==> src/rtl/head_table_lookup_pkg.sv <==
`timescale 1ns/1ps
// hash_table: shared widths and types for the hash table pipeline
//   BUCKET_WIDTH/HEAD_PTR_WIDTH/KEY_WIDTH/VALUE_WIDTH default widths,
//   ht_cmd_t request command, head_ram_data_t head table entry, clr_state_t sweep state
package hash_table;
    localparam int BUCKET_WIDTH = 8;
    localparam int HEAD_PTR_WIDTH = 8;
    localparam int KEY_WIDTH = 32;
    localparam int VALUE_WIDTH = 16;
    typedef enum logic [1:0] {
        HT_SEARCH = 2'd0,
        HT_INSERT = 2'd1,
        HT_DELETE = 2'd2
    } ht_cmd_t;
    typedef struct packed {
        logic [HEAD_PTR_WIDTH-1:0] ptr;
        logic ptr_val;
    } head_ram_data_t;
    typedef enum logic {
        CLR_IDLE,
        CLR_RUN
    } clr_state_t;
endpackage

==> src/rtl/head_table_lookup_out_buf.sv <==
`timescale 1ns/1ps
// ht_lookup_out_buf: synchronous FIFO for completed lookups, head entry always presented
//   push_i/data_i enqueue, pop_i dequeues the head on data_o, count_o is the occupancy
module ht_lookup_out_buf #(
    parameter int WIDTH = 8,
    parameter int DEPTH = 4,
    localparam int AW = $clog2(DEPTH),
    localparam int CW = $clog2(DEPTH + 1)
) (
    input  logic             clk_i,
    input  logic             rst_i,
    input  logic             push_i,
    input  logic [WIDTH-1:0] data_i,
    input  logic             pop_i,
    output logic [WIDTH-1:0] data_o,
    output logic [CW-1:0]    count_o
);
    logic [WIDTH-1:0] mem [DEPTH];
    logic [AW-1:0] rd_ptr, wr_ptr;
    logic do_push, do_pop;

    assign do_pop = pop_i && count_o != '0;
    assign do_push = push_i && (count_o != CW'(DEPTH) || do_pop);
    assign data_o = mem[rd_ptr];

    always_ff @(posedge clk_i or posedge rst_i) begin
        if (rst_i) begin
            for (int i = 0; i < DEPTH; i++) mem[i] <= '0;
            rd_ptr <= '0;
            wr_ptr <= '0;
            count_o <= '0;
        end else begin
            if (do_push) begin
                mem[wr_ptr] <= data_i;
                wr_ptr <= wr_ptr == AW'(DEPTH - 1) ? '0 : wr_ptr + 1'b1;
            end
            if (do_pop) rd_ptr <= rd_ptr == AW'(DEPTH - 1) ? '0 : rd_ptr + 1'b1;
            count_o <= count_o + CW'(do_push) - CW'(do_pop);
        end
    end
endmodule

==> src/rtl/head_table_lookup.sv <==
`timescale 1ns/1ps
// head_table_lookup: reads the bucket head pointer for each hashed request and forwards it downstream
//   in_*  request handshake and payload (cmd/bucket/key/value)
//   out_* request passed through plus out_head_ptr_o/out_head_ptr_val_o, FIFO-ordered
//   hw_*  head pointer write-back from the data table
//   clear_run_i starts a sweep zeroing every bucket, clear_done_o pulses on the last write
//   stat_lookups_o/stat_empty_o counters exist only when HEAD_TABLE_LOOKUP_STATS_EN is defined
module head_table_lookup
    import hash_table::*;
#(
    parameter int BUCKET_WIDTH = hash_table::BUCKET_WIDTH,
    parameter int HEAD_PTR_WIDTH = hash_table::HEAD_PTR_WIDTH,
    parameter int KEY_WIDTH = hash_table::KEY_WIDTH,
    parameter int VALUE_WIDTH = hash_table::VALUE_WIDTH,
    parameter int OUT_BUF_DEPTH = 4
) (
    input  logic                      clk_i,
    input  logic                      rst_i,
    input  logic                      in_valid_i,
    output logic                      in_ready_o,
    input  ht_cmd_t                   in_cmd_i,
    input  logic [BUCKET_WIDTH-1:0]   in_bucket_i,
    input  logic [KEY_WIDTH-1:0]      in_key_i,
    input  logic [VALUE_WIDTH-1:0]    in_value_i,
    output logic                      out_valid_o,
    input  logic                      out_ready_i,
    output ht_cmd_t                   out_cmd_o,
    output logic [BUCKET_WIDTH-1:0]   out_bucket_o,
    output logic [KEY_WIDTH-1:0]      out_key_o,
    output logic [VALUE_WIDTH-1:0]    out_value_o,
    output logic [HEAD_PTR_WIDTH-1:0] out_head_ptr_o,
    output logic                      out_head_ptr_val_o,
    input  logic                      hw_en_i,
    input  logic [BUCKET_WIDTH-1:0]   hw_bucket_i,
    input  logic [HEAD_PTR_WIDTH-1:0] hw_ptr_i,
    input  logic                      hw_ptr_val_i,
    input  logic                      clear_run_i,
    output logic                      clear_done_o,
    output logic [31:0]               stat_lookups_o,
    output logic [31:0]               stat_empty_o
);
    localparam int PW = HEAD_PTR_WIDTH + 1;
    localparam int RW = 2 + BUCKET_WIDTH + KEY_WIDTH + VALUE_WIDTH;
    localparam int CW = $clog2(OUT_BUF_DEPTH + 1);

    logic [PW-1:0] ram [2**BUCKET_WIDTH];
    logic [PW-1:0] ram_q, byp_q, wr_data;
    logic [BUCKET_WIDTH-1:0] wr_addr, clr_addr;
    logic wr_en, accept, pop, live, s1_valid, byp_hit;
    logic [RW-1:0] s1_req;
    logic [RW+PW-1:0] buf_dout;
    logic [CW-1:0] buf_cnt;
    logic [1:0] out_cmd_raw;
    clr_state_t state;

    // live keeps in_ready_o low while reset is held; the one in-flight slot counts against buffer space
    assign in_ready_o = live && state == CLR_IDLE && int'(buf_cnt) + int'(s1_valid) < OUT_BUF_DEPTH;
    assign accept = in_valid_i && in_ready_o;
    assign out_valid_o = buf_cnt != '0;
    assign pop = out_valid_o && out_ready_i;
    assign wr_en = state == CLR_RUN || hw_en_i;
    assign wr_addr = state == CLR_RUN ? clr_addr : hw_bucket_i;
    assign wr_data = state == CLR_RUN ? '0 : {hw_ptr_i, hw_ptr_val_i};
    assign clear_done_o = state == CLR_RUN && &clr_addr && !clear_run_i;

    always_ff @(posedge clk_i) begin
        if (wr_en) ram[wr_addr] <= wr_data;
        ram_q <= ram[in_bucket_i];
    end

    // the RAM returns pre-write data, so a same-cycle write to the looked-up bucket is captured here
    always_ff @(posedge clk_i or posedge rst_i) begin
        if (rst_i) begin
            live <= 1'b0;
            s1_valid <= 1'b0;
            s1_req <= '0;
            byp_hit <= 1'b0;
            byp_q <= '0;
        end else begin
            live <= 1'b1;
            s1_valid <= accept;
            if (accept) begin
                s1_req <= {in_cmd_i, in_bucket_i, in_key_i, in_value_i};
                byp_hit <= hw_en_i && hw_bucket_i == in_bucket_i;
                byp_q <= {hw_ptr_i, hw_ptr_val_i};
            end
        end
    end

    ht_lookup_out_buf #(.WIDTH(RW + PW), .DEPTH(OUT_BUF_DEPTH)) u_out_buf (
        .clk_i(clk_i),
        .rst_i(rst_i),
        .push_i(s1_valid),
        .data_i({s1_req, byp_hit ? byp_q : ram_q}),
        .pop_i(pop),
        .data_o(buf_dout),
        .count_o(buf_cnt)
    );

    assign {out_cmd_raw, out_bucket_o, out_key_o, out_value_o, out_head_ptr_o, out_head_ptr_val_o} = buf_dout;
    assign out_cmd_o = ht_cmd_t'(out_cmd_raw);

    always_ff @(posedge clk_i or posedge rst_i) begin
        if (rst_i) begin
            state <= CLR_IDLE;
            clr_addr <= '0;
        end else if (clear_run_i) begin
            state <= CLR_RUN;
            clr_addr <= '0;
        end else if (state == CLR_RUN) begin
            clr_addr <= clr_addr + 1'b1;
            if (&clr_addr) state <= CLR_IDLE;
        end
    end

`ifdef HEAD_TABLE_LOOKUP_STATS_EN
    always_ff @(posedge clk_i or posedge rst_i) begin
        if (rst_i) begin
            stat_lookups_o <= '0;
            stat_empty_o <= '0;
        end else if (clear_run_i) begin
            stat_lookups_o <= '0;
            stat_empty_o <= '0;
        end else if (pop) begin
            if (~&stat_lookups_o) stat_lookups_o <= stat_lookups_o + 1'b1;
            if (!out_head_ptr_val_o && ~&stat_empty_o) stat_empty_o <= stat_empty_o + 1'b1;
        end
    end
`else
    assign stat_lookups_o = '0;
    assign stat_empty_o = '0;
`endif
endmodule

==> config.mk <==
export PLATFORM = sky130hd
export DESIGN_NAME = head_table_lookup
export DESIGN_NICKNAME = d
export VERILOG_FILES = /design/src/rtl/head_table_lookup_pkg.sv /design/src/rtl/head_table_lookup_out_buf.sv /design/src/rtl/head_table_lookup.sv
export SDC_FILE = /design/constraint.sdc
export NUM_CORES = 2
export LEC_CHECK = 0
export ABC_AREA = 1
export BUFFER_PORTS_ARGS = -buffer_cell sky130_fd_sc_hd__buf_2
export CAP_MARGIN = 5
export CORE_UTILIZATION = 55
export CTS_CLUSTER_DIAMETER = 40
export CTS_CLUSTER_SIZE = 28
export DETAILED_ROUTE_END_ITERATION = 8
export PLACE_DENSITY = 0.75
export SYNTH_ARGS = -nofsm -noshare
export SYNTH_HDL_FRONTEND = slang
export SYNTH_SLANG_ARGS = --single-unit
==> constraint.sdc <==
create_clock -name clk_i -period 14.22 [get_ports clk_i]
set_input_delay 2.844 -clock clk_i [delete_from_list [all_inputs] [get_ports clk_i]]
set_output_delay 2.844 -clock clk_i [all_outputs]
set_load 0.01 [all_outputs]
### Yosys cells after proc, flatten, opt, wreduce, memory -nomap -nowiden

Memories as Yosys holds them, arrays and structs flattened. A register that Yosys moved wholly into a read port is not among the register bits.
Cells that the tools add are included.

| cells by class | value |
|---|---|
| add/subtract/negate cells | 6 |
| $lt $le $gt $ge | 4 |
| equal/unequal tests | 4 |
| multiplexer cells | 18 |
| bitwise logic cells | 3 |
| reductions and logical operators | 16 |

Operators with widths:

| operator | count |
|---|---|
| $bwmux W268 | 1 |
| $mux W67 | 3 |
| $bmux W67 S2 | 1 |
| $demux W67 S2 | 1 |
| $mux W8 | 3 |
| $mux W9 | 2 |
| $logic_and A1 B1 Y1 | 10 |
| $add A8 B1 Y8 const B | 1 |
| $eq A8 B8 Y1 | 1 |
| $reduce_and A8 Y1 | 1 |
| $ge A3 B3 Y1 const B | 2 |
| $not A2 Y3 | 2 |
| $mux W1 | 5 |
| $add A2 B1 Y2 const B | 2 |
| $add A3 B1 Y4 | 1 |
| $eq A2 B2 Y1 const B | 2 |
| $lt A4 B3 Y1 const B | 1 |
| $mux W2 | 2 |
| $add A3 B1 Y3 | 1 |
| $lt A3 B1 Y1 const B | 1 |
| $ne A3 B3 Y1 const B | 1 |
| $reduce_bool A3 Y1 | 1 |
| $sub A3 B1 Y3 | 1 |
| $logic_or A1 B1 Y1 | 2 |
| 3 further kinds | 3 |

| storage, ports and cells | value |
|---|---|
| register bits after elaboration | 354 |
| RAM bits | 2304 |
| bits of input ports | 81 |
| output and inout port bits | 134 |
| word-level logic and storage cells | 66 |
| memories kept | 1 |

Memories:

| memory | depth | width | read ports | clocked after Yosys merged registers in | wr ports | line | text |
|---|---|---|---|---|---|---|---|
| ram | 256 | 9 | 1 | 1 | 1 | head_table_lookup.sv:46 | `logic [PW-1:0] ram [2**BUCKET_WIDTH];` |

### Depth between registers and ports, before layout

| depth | value |
|---|---|
| word-level depth | 7 |
| gate-level depth with buffers | 15 |

### Cells and area by module

From an unflattened synthesis, not the netlist that was laid out.

| unflattened totals | value |
|---|---|
| cells, all modules | 9925 |
| area, all modules | 110748.7 µm² |

Modules (own cells, without submodules):

| module | instances | cells an instance | area an instance (µm²) | sequential area each (µm²) |
|---|---|---|---|---|
| head_table_lookup | 1 | 8308 | 97529.8 | 71343.4 |
| ht_lookup_out_buf | 1 | 1617 | 13218.9 | 6881.6 |

### Least setup slack after synthesis

Ideal clock, no wire load.

| timing path | value |
|---|---|
| path kind | input to register |
| start | input hw_ptr_val_i |
| end | memory ram[0][0] (netlist bit), data pin |
| setup time | 1.410 ns |
| arrival time | 8.855 ns |
| path slack | 3.954 ns |
| stages | 2 |
| buffers on the path | 0 |
| cell sequence | inv_1 nor2_1 |

| on the way | value |
|---|---|
| cells in the longest elaborated chain, start to end | 1 |

RTL lines:

| item | line | text |
|---|---|---|
| start: declaration | head_table_lookup.sv:36 | `input logic hw_ptr_val_i,` |
| $mux W9 | head_table_lookup.sv:63 | `assign wr_data = state == CLR_RUN ? '0 : {hw_ptr_i, hw_ptr_val_i};` |
| via wr_data[0] | head_table_lookup.sv:47 | `logic [PW-1:0] ram_q, byp_q, wr_data;` |
| end: declaration | head_table_lookup.sv:46 |  |

The timed path passes the listed nets, and every way through them passes these cells.

==> impl_metrics.yaml <==
status:
  outcome: "complete, no violations"
worst_setup_path:
  cp_num_cells: 15
  arrival_ps: 7850
  criticalPathCategory: "input pin to flip-flop"
  worst-path-buf-inv: 5
  cp-end-kind: "flip-flop"
  critical_path.top_delay_family: "buffers and inverters"
  slowest_delay_ps: 880
  worst_ep_required_time_ps: 15090
  critPathSlowestCell: "buf_4"
  crit_chain: "buf_8, buf_4, buf_4, buf_4, buf_4, nand2_1, nand3_1, nand3_1, nand3_1, nand3_1, nand3_1, nand3_1, nand2_1, nand2_1, nand2_1"
  cp-start-kind: "input pin"
  critPathMaxFanout: 93
  crit_top_cell: "nand3_1"
  rr_worst_depth: 7
detailed_routing:
  final_antenna_net_count: 0
  viasPerCell: 6.15
  drt_pass1_iterations: 9
  routed_wl_um: 297000
  vias: 74876
  drc_errors: 0
  wire_per_inst_um: 24.4
  drt_iter0_markers: 11258
min_path:
  whs_path_depth: 1
  min_path_type: "flip-flop to flip-flop"
sta:
  finalClockSkew_ps: 77.3
  slew_viol_final: 0
  setup_violations: 0
  max_freq_mhz: 143
  period_share_pct: 49.1
  period_minus_slack_ps: 6990
  hold_viol: 0
  rsz0062_at_grt: "no"
  relSlewSlack_pct: 6.81
  fin_setup_tns_ps: 0
  tightestPinTransition_ps: 1400
clocking:
  clkSinkCount: 2667
  clk_path_buf_depth: 4
  cts.repair.resized: 0
  hold_buffers: 0
  cts-root-buf: "clkbuf_16"
  clk_pin_slew_worst_paths_ps: 60
  clk_latency_ps: 970
  htree_levels: 5
  cts_tree: "built"
  post-cts-setup-buffer-count: 0
  numCtsBuffers: 345
finish:
  nets: 9355
  drive_above_1_share_pct: 10.4
  area_growth_syn_to_layout_pct: 11.9
  final_util_pct: 62.1
logic_synthesis:
  ys_seq_area_share_pct: 71.1
  syn_inst: 9299
  yosysTopAreaCell: "edfxtp_1"
  synth_cell_type_count: 40
  synth_seq_cells: 2667
  synthFlopType: "edfxtp_1"
  synth_area_per_cell_sq_um: 11.8
  synthArstFlopShare_pct: 13.3
  synth.area.top_cells: "edfxtp_1 63%, nand3_1 10%, nand2_1 8.8%"
  synth_edf_count: 2304
  synthesis.area_sq_um: 110000
  netlist.area_leader.share_pct: 62.9
  ys_top_cells_by_count: "2573 x nand2_1, 2304 x edfxtp_1, 2274 x nand3_1, 434 x nor2_1, 354 x dfrtp_1"
  yosysMostFrequentCell: "nand2_1"
  yosysWarnings: 0
pwr:
  powerDensity_nw_per_um2: 152
  p_leak_nw: 46.6
  ir_worst_vdd_mv: 0.144
global_route:
  grt_max_degree: 236
  grt_pass1_vias: 71073
  antenna_found_initial: 27
  grt_pass1_wl_um: 444000
  overflow: 0
  gr-usage-all-layers_pct: 28.9
placed_design:
  finalWeightedCongestion: 0.872
  hpwlAfterDp_um: 157000
  numPortBuffers: 150
floorplan:
  die_h_um: 449
  core-area_sq_um: 198000
  fp.dieW_um: 449
  dieArea_sq_um: 202000
  ios: 215
  num_rows: 163
  start_util_pct: 55.5
run:
  maxCapViolCount: 0
## cells in the final DEF (no fill, tap or decap), types with 29 or more instances in the layout
cell type and count:
nor2_1 424, conb_1 65, buf_4 88, nand2_1 2573, dfrtp_1 352, edfxtp_1 2304, o22ai_1 61, clkinvlp_4 30
clkinv_2 32, clkbuf_16 351, o21ai_0 177, buf_2 145, inv_6 56, inv_1 73, nand3_1 2273, mux2_2 134
bufinv_16 29, mux2_1 136, inv_8 33
## kinds of logic after synthesis
group / after synthesis / synth area share (%)
fa+ha+maj: 10 / 0.121
compound gates: 263 / 1.29
other cells: 2 / 0.00683
flops: 2667 / 71.1
buf+inv: 782 / 3.91
mux: 270 / 2.77
xor+xnor: 4 / 0.0319
simple gates: 5301 / 20.7
## layer usage
layer,vias to the layer above,GRT usage [%],share of wire [%]
li1,32709,-,-
met1,36221,38.8,37
met2,5012,44.1,46
met3,914,6.89,12
met4,20,14.7,5.0
met5,-,0,0.042
## worst register-to-register path: cells and delay by family, from the launching register on
kind	cells	cell delay, ps
AOI/OAI and AO/OA	1	170
buffers and inverters	2	520
DFF	1	350
and+or+nand+nor	4	2850
## power breakdown
group	internal (mW)	total (mW)	switching (mW)
Clock	5.20	8.75	3.54
Sequential	8.41	8.46	0.0494
Combinational	0.416	1.45	1.04
## stage by stage
stage	cell area [sq um]	hold slack, ps	total power [mW]	setup slack, ps	cells
final	123000	466	18.7	7230	12184
after global routing	123000	494	19.1	6900	12177
after CTS	123000	465	18.7	7400	12167
after detailed placement	111000	456	10.0	6370	11557
after global placement	111000	453	10.0	6470	11557
after floorplan	110000	433	9.53	1560	9362
## flip-flops by register name, summed over array words and instances (netlist names), 2 cells and up
register,count
u_out_buf.rd_ptr,2
byp_q,9
u_out_buf.wr_ptr,2
ram,2304
ram_q,9
s1_req,58
u_out_buf.mem,268
clr_addr,8
u_out_buf.count_o,3
## area by class of cell
cell class	count	area (sq um)
diodes	17	42.5
clock buffers	380	8970
clock inverters	230	2620
fillers	14294	75000
inverters	87	375
multi-input cells	5913	27800
flip-flops and latches	2667	78200
well taps	2640	3300
repair buffers	250	1700
## path summary, 6_finish.rpt
path | end | slack (ps) | from
min in group asynchronous | u_out_buf.mem[10] | 2140 | rst_i
max reg2reg | ram[148][0] | 9950 | state
min reg2reg | clr_addr[4] | 470 | clr_addr[4]
max | ram_q[2] | 7230 | in_bucket_i[0]
max in group asynchronous | u_out_buf.rd_ptr[0] | 9570 | rst_i
min | clr_addr[4] | 470 | clr_addr[4]
No activity file was read; power rests on OpenSTA's default activity.
